**config.mk**
```make
export PLATFORM = sky130hd
export DESIGN_NAME = hmmm_pad_bridge
export DESIGN_NICKNAME = d
export VERILOG_FILES = /design/src/rtl/hmmm_pad_bridge.sv
export SDC_FILE = /design/constraint.sdc
export NUM_CORES = 1
export LEC_CHECK = 0
export ABC_AREA = 1
export BUFFER_PORTS_ARGS = -buffer_cell sky130_fd_sc_hd__buf_4
export CORE_ASPECT_RATIO = 1.4
export CORE_MARGIN = 8
export CORE_UTILIZATION = 49
export CTS_BUF_LIST = sky130_fd_sc_hd__clkbuf_2
export CTS_CLUSTER_SIZE = 40
export DETAILED_ROUTE_END_ITERATION = 7
export GPL_TIMING_DRIVEN = 0
export PLACE_DENSITY = 0.77
export SLEW_MARGIN = 20
export SYNTH_ARGS = -nofsm -noshare
export SYNTH_HDL_FRONTEND = slang
export SYNTH_SLANG_ARGS = --single-unit
```
**constraint.sdc**
```tcl
create_clock -name wb_clk_i -period 1.7 [get_ports wb_clk_i]
set_input_delay 0.255 -clock wb_clk_i [delete_from_list [all_inputs] [get_ports wb_clk_i]]
set_output_delay 0.255 -clock wb_clk_i [all_outputs]
set_load 0.01 [all_outputs]
```
**src/rtl/hmmm_pad_bridge.sv**
```systemverilog
// hmmm_pad_bridge
// ---------------------------------------------------------------------------
// GPIO-side front end of the Hmmm core. Turns the pad programming protocol
// (address/data strobes on a shared 16-bit bus) into single-cycle program
// memory writes. Once the loader has been idle for IDLE_CYCLES it starts the
// core. While the core runs, its input/output requests become pad read/write
// handshakes, and halt is reported on the pads.
//
// Ports
//   wb_clk_i, wb_rst_i          clock, synchronous active-high reset
//   pad_pgrm_addr/pad_pgrm_data address / data strobes (asynchronous pads)
//   pad_data_in                 shared bus input (asynchronous pads)
//   pad_data_out, pad_data_oeb  shared bus output value and active-low enable
//   pad_read, pad_write         input request / output valid to the host
//   pad_halt                    core halted indicator
//   mem_we, mem_addr, mem_wdata program memory write port
//   cpu_run                     core execution enable
//   cpu_in_req/data/valid       core input handshake
//   cpu_out_req/data/ack        core output handshake
//   cpu_halted                  core executed halt
// ---------------------------------------------------------------------------
module hmmm_pad_bridge #(
  parameter int IDLE_CYCLES = 32,
  parameter int IN_SETTLE   = 4,
  parameter int OUT_HOLD    = 4,
  parameter int ADDR_W      = 8
) (
  input  logic              wb_clk_i,
  input  logic              wb_rst_i,
  input  logic              pad_pgrm_addr,
  input  logic              pad_pgrm_data,
  input  logic [15:0]       pad_data_in,
  output logic [15:0]       pad_data_out,
  output logic [15:0]       pad_data_oeb,
  output logic              pad_read,
  output logic              pad_write,
  output logic              pad_halt,
  output logic              mem_we,
  output logic [ADDR_W-1:0] mem_addr,
  output logic [15:0]       mem_wdata,
  output logic              cpu_run,
  input  logic              cpu_in_req,
  output logic [15:0]       cpu_in_data,
  output logic              cpu_in_valid,
  input  logic              cpu_out_req,
  input  logic [15:0]       cpu_out_data,
  output logic              cpu_out_ack,
  input  logic              cpu_halted
);

  localparam int IDLE_W = $clog2(IDLE_CYCLES + 1);
  localparam int HS_MAX = (IN_SETTLE > OUT_HOLD) ? IN_SETTLE : OUT_HOLD;
  localparam int HS_W   = $clog2(HS_MAX + 1);

  localparam logic [IDLE_W-1:0] IDLE_TGT = IDLE_W'(IDLE_CYCLES);
  localparam logic [IDLE_W-1:0] IDLE_ONE = IDLE_W'(1);
  localparam logic [HS_W-1:0]   IN_TGT   = HS_W'(IN_SETTLE);
  localparam logic [HS_W-1:0]   OUT_LAST = HS_W'(OUT_HOLD - 1);
  localparam logic [HS_W-1:0]   HS_ONE   = HS_W'(1);
  localparam logic [ADDR_W-1:0] ADDR_ONE = ADDR_W'(1);

  typedef enum logic [2:0] {
    S_LOAD,
    S_RUN,
    S_IN_WAIT,
    S_OUT_DRIVE,
    S_HALTED
  } state_t;

  // Two-flop synchronizers; the third strobe flop holds the previous
  // synchronized value for rising-edge detection.
  logic        addr_s1, addr_s2, addr_s3;
  logic        data_s1, data_s2, data_s3;
  logic [15:0] bus_s1, bus_s2;
  logic        addr_edge, data_edge;

  assign addr_edge = addr_s2 & ~addr_s3;
  assign data_edge = data_s2 & ~data_s3;

  state_t              state, state_d;
  logic [ADDR_W-1:0]   addr_reg, addr_d, addr_sel;
  logic [IDLE_W-1:0]   idle_cnt, idle_d, idle_inc;
  logic                loaded, loaded_d;
  logic [HS_W-1:0]     hs_cnt, hs_d, hs_inc;

  logic                mem_we_d;
  logic [ADDR_W-1:0]   mem_addr_d;
  logic [15:0]         mem_wdata_d;
  logic [15:0]         pad_data_out_d;
  logic [15:0]         cpu_in_data_d;
  logic                cpu_in_valid_d;
  logic                cpu_out_ack_d;
  logic                pad_read_d, pad_write_d, pad_halt_d, cpu_run_d;

  // The bus is only ever driven while pad_write is high, and pad_write and
  // pad_read come from mutually exclusive states, so the bus can never be
  // driven while the host is asked to drive it.
  assign pad_data_oeb = {16{~pad_write}};

  always_comb begin
    // NOTE: every variable gets a default before the case so no path leaves
    // it unassigned; otherwise synthesis would infer a latch.
    state_d        = state;
    addr_d         = addr_reg;
    addr_sel       = addr_reg;
    idle_d         = idle_cnt;
    idle_inc       = idle_cnt + IDLE_ONE;
    loaded_d       = loaded;
    hs_d           = hs_cnt;
    hs_inc         = hs_cnt + HS_ONE;
    mem_we_d       = 1'b0;
    mem_addr_d     = mem_addr;
    mem_wdata_d    = mem_wdata;
    pad_data_out_d = pad_data_out;
    cpu_in_data_d  = cpu_in_data;
    cpu_in_valid_d = 1'b0;
    cpu_out_ack_d  = 1'b0;

    case (state)
      S_LOAD: begin
        // An address edge in the same cycle as a data edge loads first,
        // so the write lands on the freshly loaded address.
        addr_sel = addr_edge ? bus_s2[ADDR_W-1:0] : addr_reg;
        addr_d   = addr_sel;
        if (data_edge) begin
          mem_we_d    = 1'b1;
          mem_addr_d  = addr_sel;
          mem_wdata_d = bus_s2;
          addr_d      = addr_sel + ADDR_ONE;
          loaded_d    = 1'b1;
        end
        if (addr_edge || data_edge) begin
          idle_d = '0;
        end else if (loaded) begin
          idle_d = idle_inc;
          if (idle_inc == IDLE_TGT) state_d = S_RUN;
        end
      end

      S_RUN: begin
        // While a valid/ack pulse is out, the core may still be showing the
        // request it is about to drop; skip that cycle so one request is
        // never served twice.
        if (cpu_halted) begin
          state_d = S_HALTED;
        end else if (!cpu_in_valid && !cpu_out_ack) begin
          if (cpu_in_req) begin
            state_d = S_IN_WAIT;
            hs_d    = '0;
          end else if (cpu_out_req) begin
            state_d        = S_OUT_DRIVE;
            hs_d           = '0;
            pad_data_out_d = cpu_out_data;
            cpu_out_ack_d  = (OUT_LAST == '0);
          end
        end
      end

      S_IN_WAIT: begin
        hs_d = hs_inc;
        if (hs_inc == IN_TGT) begin
          cpu_in_data_d  = bus_s2;
          cpu_in_valid_d = 1'b1;
          state_d        = S_RUN;
        end
      end

      S_OUT_DRIVE: begin
        if (hs_cnt == OUT_LAST) begin
          state_d = S_RUN;
        end else begin
          hs_d          = hs_inc;
          cpu_out_ack_d = (hs_inc == OUT_LAST);
        end
      end

      S_HALTED: begin
        state_d = S_HALTED;
      end

      default: state_d = S_LOAD;
    endcase

    // Pad and run outputs are registered copies of the next-state decode so
    // the pads see clean, glitch-free levels.
    pad_read_d  = (state_d == S_IN_WAIT);
    pad_write_d = (state_d == S_OUT_DRIVE);
    pad_halt_d  = (state_d == S_HALTED);
    cpu_run_d   = (state_d == S_RUN) || (state_d == S_IN_WAIT) ||
                  (state_d == S_OUT_DRIVE);
  end

  always_ff @(posedge wb_clk_i) begin
    // NOTE: sequential state uses non-blocking assignments so every flop
    // samples values from before this edge, independent of statement order.
    if (wb_rst_i) begin
      addr_s1      <= 1'b0;
      addr_s2      <= 1'b0;
      addr_s3      <= 1'b0;
      data_s1      <= 1'b0;
      data_s2      <= 1'b0;
      data_s3      <= 1'b0;
      bus_s1       <= '0;
      bus_s2       <= '0;
      state        <= S_LOAD;
      addr_reg     <= '0;
      idle_cnt     <= '0;
      loaded       <= 1'b0;
      hs_cnt       <= '0;
      mem_we       <= 1'b0;
      mem_addr     <= '0;
      mem_wdata    <= '0;
      pad_data_out <= '0;
      cpu_in_data  <= '0;
      cpu_in_valid <= 1'b0;
      cpu_out_ack  <= 1'b0;
      pad_read     <= 1'b0;
      pad_write    <= 1'b0;
      pad_halt     <= 1'b0;
      cpu_run      <= 1'b0;
    end else begin
      addr_s1      <= pad_pgrm_addr;
      addr_s2      <= addr_s1;
      addr_s3      <= addr_s2;
      data_s1      <= pad_pgrm_data;
      data_s2      <= data_s1;
      data_s3      <= data_s2;
      bus_s1       <= pad_data_in;
      bus_s2       <= bus_s1;
      state        <= state_d;
      addr_reg     <= addr_d;
      idle_cnt     <= idle_d;
      loaded       <= loaded_d;
      hs_cnt       <= hs_d;
      mem_we       <= mem_we_d;
      mem_addr     <= mem_addr_d;
      mem_wdata    <= mem_wdata_d;
      pad_data_out <= pad_data_out_d;
      cpu_in_data  <= cpu_in_data_d;
      cpu_in_valid <= cpu_in_valid_d;
      cpu_out_ack  <= cpu_out_ack_d;
      pad_read     <= pad_read_d;
      pad_write    <= pad_write_d;
      pad_halt     <= pad_halt_d;
      cpu_run      <= cpu_run_d;
    end
  end

endmodule

```
==> summary.md, run 1 <==
| Metric | Value |
|---|---|
| Cell row count | `42` |
| Reg-to-Reg End | `addr_reg[6]$_SDFFE_PP0P_` |
| Pin count of the biggest net entering global routing | `17` |
| Initial antenna violation count | `1` |
| CTS buffer count | `17` |
| Setup WS pre-CTS | `-0.137 ns` |
| Primary FF master, synth | `dfxtp_1` |
| Root buf cell | `clkbuf_2` |
| Final setup margin | `-0.0682 ns` |
| Drt drc | `0` |
| Post-synthesis register bit count | `122` |
| Mapped Area | `4680 sq um` |
| Outcome | `finished with violations` |
| Worst skew pair latency | `0.66 ns` |
| Final std cells w/o fill | `895` |
| Total Wirelength | `12600 um` |
| Hold WS | `0.0813 ns` |
| Worst setup SP type | `register` |
| Relative slew margins | `59.3%` |
| Synthesized area per cell | `7.86 sq um` |
| Core ar. | `9410 sq um` |
| H-tree depth | `4` |
| EDFF count, synth | `0` |
| Routed Antenna Nets | `0` |
| Reg2reg setup slack | `0.08 ns` |
| GRT overflow | `0` |
| Nets | `819` |
| Global-route wire length before repair | `20600 um` |
| Crit share post-route | `104%` |
| PortBufs | `116` |
| Design Power | `0.00521 W` |
| Drt pass-1 iters | `5` |
| Failing checks | `setup timing` |
| F_max | `0.566 GHz` |
| Syn_nets | `640` |
| Highest net fanout along the worst path | `8` |
| Most common cell in the netlist | `nor2_1` |
| Crit path DAT | `1.51 ns` |
| Wire per inst | `14.0 um` |
| Worst setup path class | `register to primary output` |
| Yosys warnings | `0` |
| Vias | `4427` |
| Initial Utilization | `49.8%` |
| Clock Path Buffers | `2` |
| Initial DRC Count | `304` |
| Gpl congestion | `0.934` |
| R2R depth | `13` |
| Vias in the first global route | `4387` |
| Hold EP | `pad_read$_SDFF_PP0_` |
| Final hold violations | `0` |
| Io pins | `118` |
| DR vias/cell | `4.95` |
| VDD IR max | `0.000619 V` |
| Top cells by count, synth | `nor2_1, dfxtp_1, inv_1, nand2_1, o21ai_0` |
| Crit path required time | `1.44 ns` |
| PwrDens | `810 nW/um^2` |
| Final slew viol count | `0` |
| Placed cells | `822` |
| Hold path start | `cpu_in_req` |
| Netlist cell types | `34` |
| CTS Sinks | `122` |
| Seq/Total Area, Yosys | `52.1%` |
| Worst hold path type | `input port to register` |
| Post-DP HPWL | `9040 um` |
| Die area | `13000 sq um` |
| Post-synth ARST share | `0%` |
| Share of Yosys cell area claimed by the top area cell type | `52.1%` |
| Post-synthesis cell count | `596` |
| RSZ-0062 raised after global routing | `yes` |
| Max cap viols | `0` |
| Clock Pin Slew Worst Setup and Hold Paths | `0.15 ns` |
| Critical R2R Launch | `addr_s2$_SDFF_PP0_` |
| Cell depth of the worst hold path | `5` |
| Endpoint class of the critical path | `primary output` |
| CTS tree | `done` |
| Layout cell share with drive strength beyond 1 | `28.4%` |
| Area contributors post-synth | `dfxtp_1, nor2_1, inv_1` |
| Die H | `132 um` |
| Horiz. Die Dim | `98.6 um` |
| # setup viols final | `15` |
| LEAKAGE | `3.10 nW` |
| Fin crit period | `1.77 ns` |
| Area Growth Syn to Fin | `37.4%` |
| Worst Skew | `0.0280 ns` |
| Total global-route track usage | `19.8%` |
| Slew @ Worst Pin | `0.611 ns` |
| Area leader, netlist | `dfxtp_1` |
==> cell usage in the layout (no fill, tap or decap), drive strengths merged, types with 5 or more instances in the layout <==
master       instances
nand3               24
nor2               132
nor3                21
dlygate4sd3         35
ha                   5
clkbuf              28
o21ai               71
clkinv               6
a21oi               24
buf                156
dfxtp              122
nand2               63
inv                 79
==> kinds of logic after synthesis <==
group	synth area share (%)
XOR/XNOR	0.748
AO/OA/AOI/OAI	11.2
buffers and inverters	12.0
flip-flops	52.1
AND/OR/NAND/NOR	22.6
adder cells (fa/ha/maj)	1.34
==> layout make-up <==
type / count / area, sq um
clock buffer: 18 / 90.1
inverter: 80 / 307
fill: 766 / 2970
timing repair inverter: 1 / 7.51
sequential: 122 / 2450
clock inverter: 10 / 130
buffer: 40 / 255
timing repair buffer: 161 / 1300
multi-input combinational: 352 / 1750
antenna: 1 / 2.50
tap: 110 / 138
==> repair_timing <==
item,CTS,global route
hold buffers,35,0
cloned,1,0
hold endpoints to repair,36,0
setup endpoints to repair,32,47
setup buffers,4,6
pin swaps,1,8
gates resized for setup,12,21
==> worst max-delay path, cell delays in order, from the launching register on <==
cell and delay (ns):
dfxtp_4 0.41, clkinvlp_4 0.16, buf_4 0.17, buf_4 0.13
==> metrics by stage <==
stage | setup TNS, ns | utilization [%] | area, sq um
final | -0.936 | 68.4 | 6440
after global placement | -0.629 | 60.5 | 5690
after global routing | -2.84 | 68.4 | 6440
after floorplan | 0 | - | 4680
after detailed placement | -1.43 | 60.5 | 5690
after CTS | -1.67 | 67.2 | 6320
==> routing by layer <==
layer  vias up  global-route usage [%]  part of all wire [%]
met4         0                    9.00                   3.0
met2       156                    35.2                    52
li1       2217                       -                     -
met1      2023                    20.0                    38
met5         -                       0                     0
met3        31                    7.24                   6.2
==> where the power goes <==
| group | total (W) | internal [W] | switching (W) |
|---|---|---|---|
| clock | 0.00177 | 0.000781 | 0.000991 |
| combinational | 0.000463 | 0.000230 | 0.000233 |
| sequential | 0.00298 | 0.00294 | 0.0000395 |
==> worst max-delay path by stage <==
stage                     cells after the start                            to                   start  slack [ns]
after CTS                                     3              pad_data_oeb[10]    pad_write$_SDFF_PP0_       -0.12
after floorplan                              14      addr_reg[6]$_SDFFE_PP0P_      addr_s2$_SDFF_PP0_         0.1
after global placement                       14      addr_reg[6]$_SDFFE_PP0P_      addr_s2$_SDFF_PP0_       -0.09
after global routing                          3               pad_data_oeb[2]    pad_write$_SDFF_PP0_       -0.19
final                                         3               pad_data_oeb[8]    pad_write$_SDFF_PP0_       -0.07
after detailed placement                      9  cpu_in_data[13]$_SDFFE_PP0P_  hs_cnt[1]$_SDFFE_PP0P_       -0.14
Power figures use the tool's default switching activity.
==> run 2, diff against run 1 <==
Settings changed: CORE_UTILIZATION 49 to 55, PLACE_DENSITY 0.77 to 0.82.
Clock period 1.7 ns to 1.89 ns, I/O delays scaled along.
==> summary.md, run 2 (synthesized netlist as in run 1, its figures left out) <==
| Metric | Value |
|---|---|
| Initial antenna violation count | `0 (was 1)` |
| CTS tree | `done (unchanged)` |
| CTS buffer count | `17 (unchanged)` |
| LEAKAGE | `3.06 nW (was 3.10 nW)` |
| Initial DRC Count | `235 (was 304)` |
| DR vias/cell | `4.87 (was 4.95)` |
| Reg-to-Reg End | `addr_reg[6]$_SDFFE_PP0P_ (unchanged)` |
| # setup viols final | `0 (was 15)` |
| Diodes inserted | `0 (was 1)` |
| Worst skew pair latency | `0.65 ns (was 0.66 ns)` |
| Relative slew margins | `55.9% (was 59.3%)` |
| Total Wirelength | `12300 um (was 12600 um)` |
| Critical Path Max Stage Delay | `0.41 ns (about the same)` |
| Total global-route track usage | `21.5% (was 19.8%)` |
| Drt pass-1 iters | `4 (was 5)` |
| Crit path DAT | `1.55 ns (was 1.51 ns)` |
| Commonest non-fill, non-tap cells in the layout | `buf_4, nor2_1, dfxtp_1 (unchanged)` |
| Cell row count | `40 (was 42)` |
| Horiz. Die Dim | `94 um (was 98.6 um)` |
| Crit share post-route | `97.0%` |
| Placed Area | `5690 sq um (about the same)` |
| Area Growth Syn to Fin | `34.9% (was 37.4%)` |
| CTS Sinks | `122 (unchanged)` |
| PwrDens | `736 nW/um^2 (was 810 nW/um^2)` |
| Vias | `4307 (was 4427)` |
| Crit path launch | `pad_write$_SDFF_PP0_ (unchanged)` |
| R2R depth | `14 (was 13)` |
| Worst path cell trace | `clkinvlp_4, buf_4, buf_4 (unchanged)` |
| Wire per inst | `13.9 um (was 14.0 um)` |
| Setup WS pre-CTS | `0.0719 ns (was -0.137 ns)` |
| GRT overflow | `0 (unchanged)` |
| Slew @ Worst Pin | `0.662 ns (was 0.611 ns)` |
| M1 wire length | `4830 um (unchanged)` |
| Worst Skew | `0.0287 ns (was 0.0280 ns)` |
| Root buf cell | `clkbuf_2 (unchanged)` |
| Routed wl met3 | `813 um (was 778 um)` |
| Critical-path top delay cell | `dfxtp_4 (unchanged)` |
| Die area | `11800 sq um (was 13000 sq um)` |
| Clock Path Buffers | `2 (unchanged)` |
| Hold path start | `cpu_in_req (unchanged)` |
| Crit path required time | `1.61 ns (was 1.44 ns)` |
| Endpoint class of the critical path | `primary output (unchanged)` |
| Final hold violations | `0 (unchanged)` |
| Crit path top cell by count | `buf_4 (unchanged)` |
| Hold EP | `pad_read$_SDFF_PP0_ (unchanged)` |
| Worst hold path type | `input port to register (unchanged)` |
| Commonest non-fill, non-tap cell in the layout | `buf_4 (unchanged)` |
| Design Power | `0.00465 W (was 0.00521 W)` |
| Worst setup path class | `register to primary output (unchanged)` |
| Io pins | `118 (unchanged)` |
| Highest net fanout along the worst path | `8 (unchanged)` |
| Layout cell share with drive strength beyond 1 | `26.5% (was 28.4%)` |
| Gpl congestion | `0.848 (was 0.934)` |
| Worst setup SP type | `register (unchanged)` |
| Initial Utilization | `55.7% (was 49.8%)` |
| Core ar. | `8410 sq um (was 9410 sq um)` |
| Critical R2R Launch | `addr_s2$_SDFF_PP0_ (unchanged)` |
| Fin crit period | `1.83 ns` |
| Vias in the first global route | `4381 (was 4387)` |
| Reg2reg setup slack | `0.12 ns (was 0.08 ns)` |
| Die H | `125 um (was 132 um)` |
| Post-DP HPWL | `8640 um (was 9040 um)` |
| Met2 WL | `6420 um (was 6580 um)` |
| Max cap viols | `0 (unchanged)` |
| Top routing layer in use | `met4 (unchanged)` |
| Pin count of the biggest net entering global routing | `17 (unchanged)` |
| PortBufs | `116 (unchanged)` |
| Outcome | `complete, no violations (was finished with violations)` |
| H-tree depth | `4 (unchanged)` |
| Global-route wire length before repair | `20400 um (was 20600 um)` |
| Final setup margin | `0.0566 ns (was -0.0682 ns)` |
| Final setup TNS | `0 ns (was -0.936 ns)` |
| VDD IR max | `0.000530 V (was 0.000619 V)` |
| Drt drc | `0 (unchanged)` |
| Fin util | `75.2% (was 68.4%)` |
| Nets | `811 (was 819)` |
| Clock Pin Slew Worst Setup and Hold Paths | `0.16 ns (was 0.15 ns)` |
| Final slew viol count | `0 (unchanged)` |
| F_max | `0.545 GHz` |
| RSZ-0062 raised after global routing | `yes (unchanged)` |
| Cell depth of the worst hold path | `5 (unchanged)` |
| Routed Antenna Nets | `0 (unchanged)` |
| Finished Cell Area | `6320 sq um (was 6440 sq um)` |
| Postcts setup bufs | `0 (was 4)` |
run 2: metrics by stage:
step	instances	hold WS, ns
after floorplan	596	0.388
after global placement	817	0.390
after detailed placement	817	0.393
after CTS	885	0.0475
after global routing	885	0.109
final	885	0.0974
run 2: what timing repair did:
action / in CTS / in global routing
hold buffers: 35 / 0
pin swaps: 0 / 0
resized for setup: 3 / 16
endpoints found under the setup margin: 15 / 25
gates cloned: 1 / 0
endpoints found under the hold margin: 36 / 0
run 2: worst max-delay path by stage:
| stage | endpoint | slack [ns] | cells after the start |
|---|---|---|---|
| after floorplan | addr_reg[6]$_SDFFE_PP0P_ | 0.29 | 14 |
| after global placement | addr_reg[6]$_SDFFE_PP0P_ | 0.1 | 14 |
| after detailed placement | addr_reg[6]$_SDFFE_PP0P_ | 0.07 | 14 |
| after CTS | addr_reg[6]$_SDFFE_PP0P_ | 0.007 | 14 |
| after global routing | pad_data_oeb[5] | -0.05 | 3 |
| final | pad_data_oeb[5] | 0.06 | 3 |
run 2: where the power goes:
| part | switching [W] | internal (W) | leakage (nW) |
|---|---|---|---|
| registers | 0.0000346 | 0.00264 | 0.995 |
| logic | 0.000203 | 0.000194 | 1.93 |
| clock network | 0.000959 | 0.000615 | 0.142 |
| total | 0.00120 | 0.00345 | 3.06 |
run 2: final cells by class:
class                   count  area (sq um)
plain buffers              42           280
clock buffers              20           100
clock inverters            12           125
fillers                   627          2090
inverters                  80           304
multi-input cells         352          1690
flip-flops and latches    122          2450
well taps                 105           131
repair buffers            151          1230
repair inverters            1          7.51
run 2: critical path: cells and delay by family (launching register included):
family / cells / cell delay [ns]
flip-flops: 1 / 0.41
buffers and inverters: 3 / 0.49
run 2: metal layers:
layer	vias to the layer above	global-route usage, %
met5	-	0
met2	116	37.6
met1	1967	23.0
met4	0	8.53
li1	2204	-
met3	20	6.83
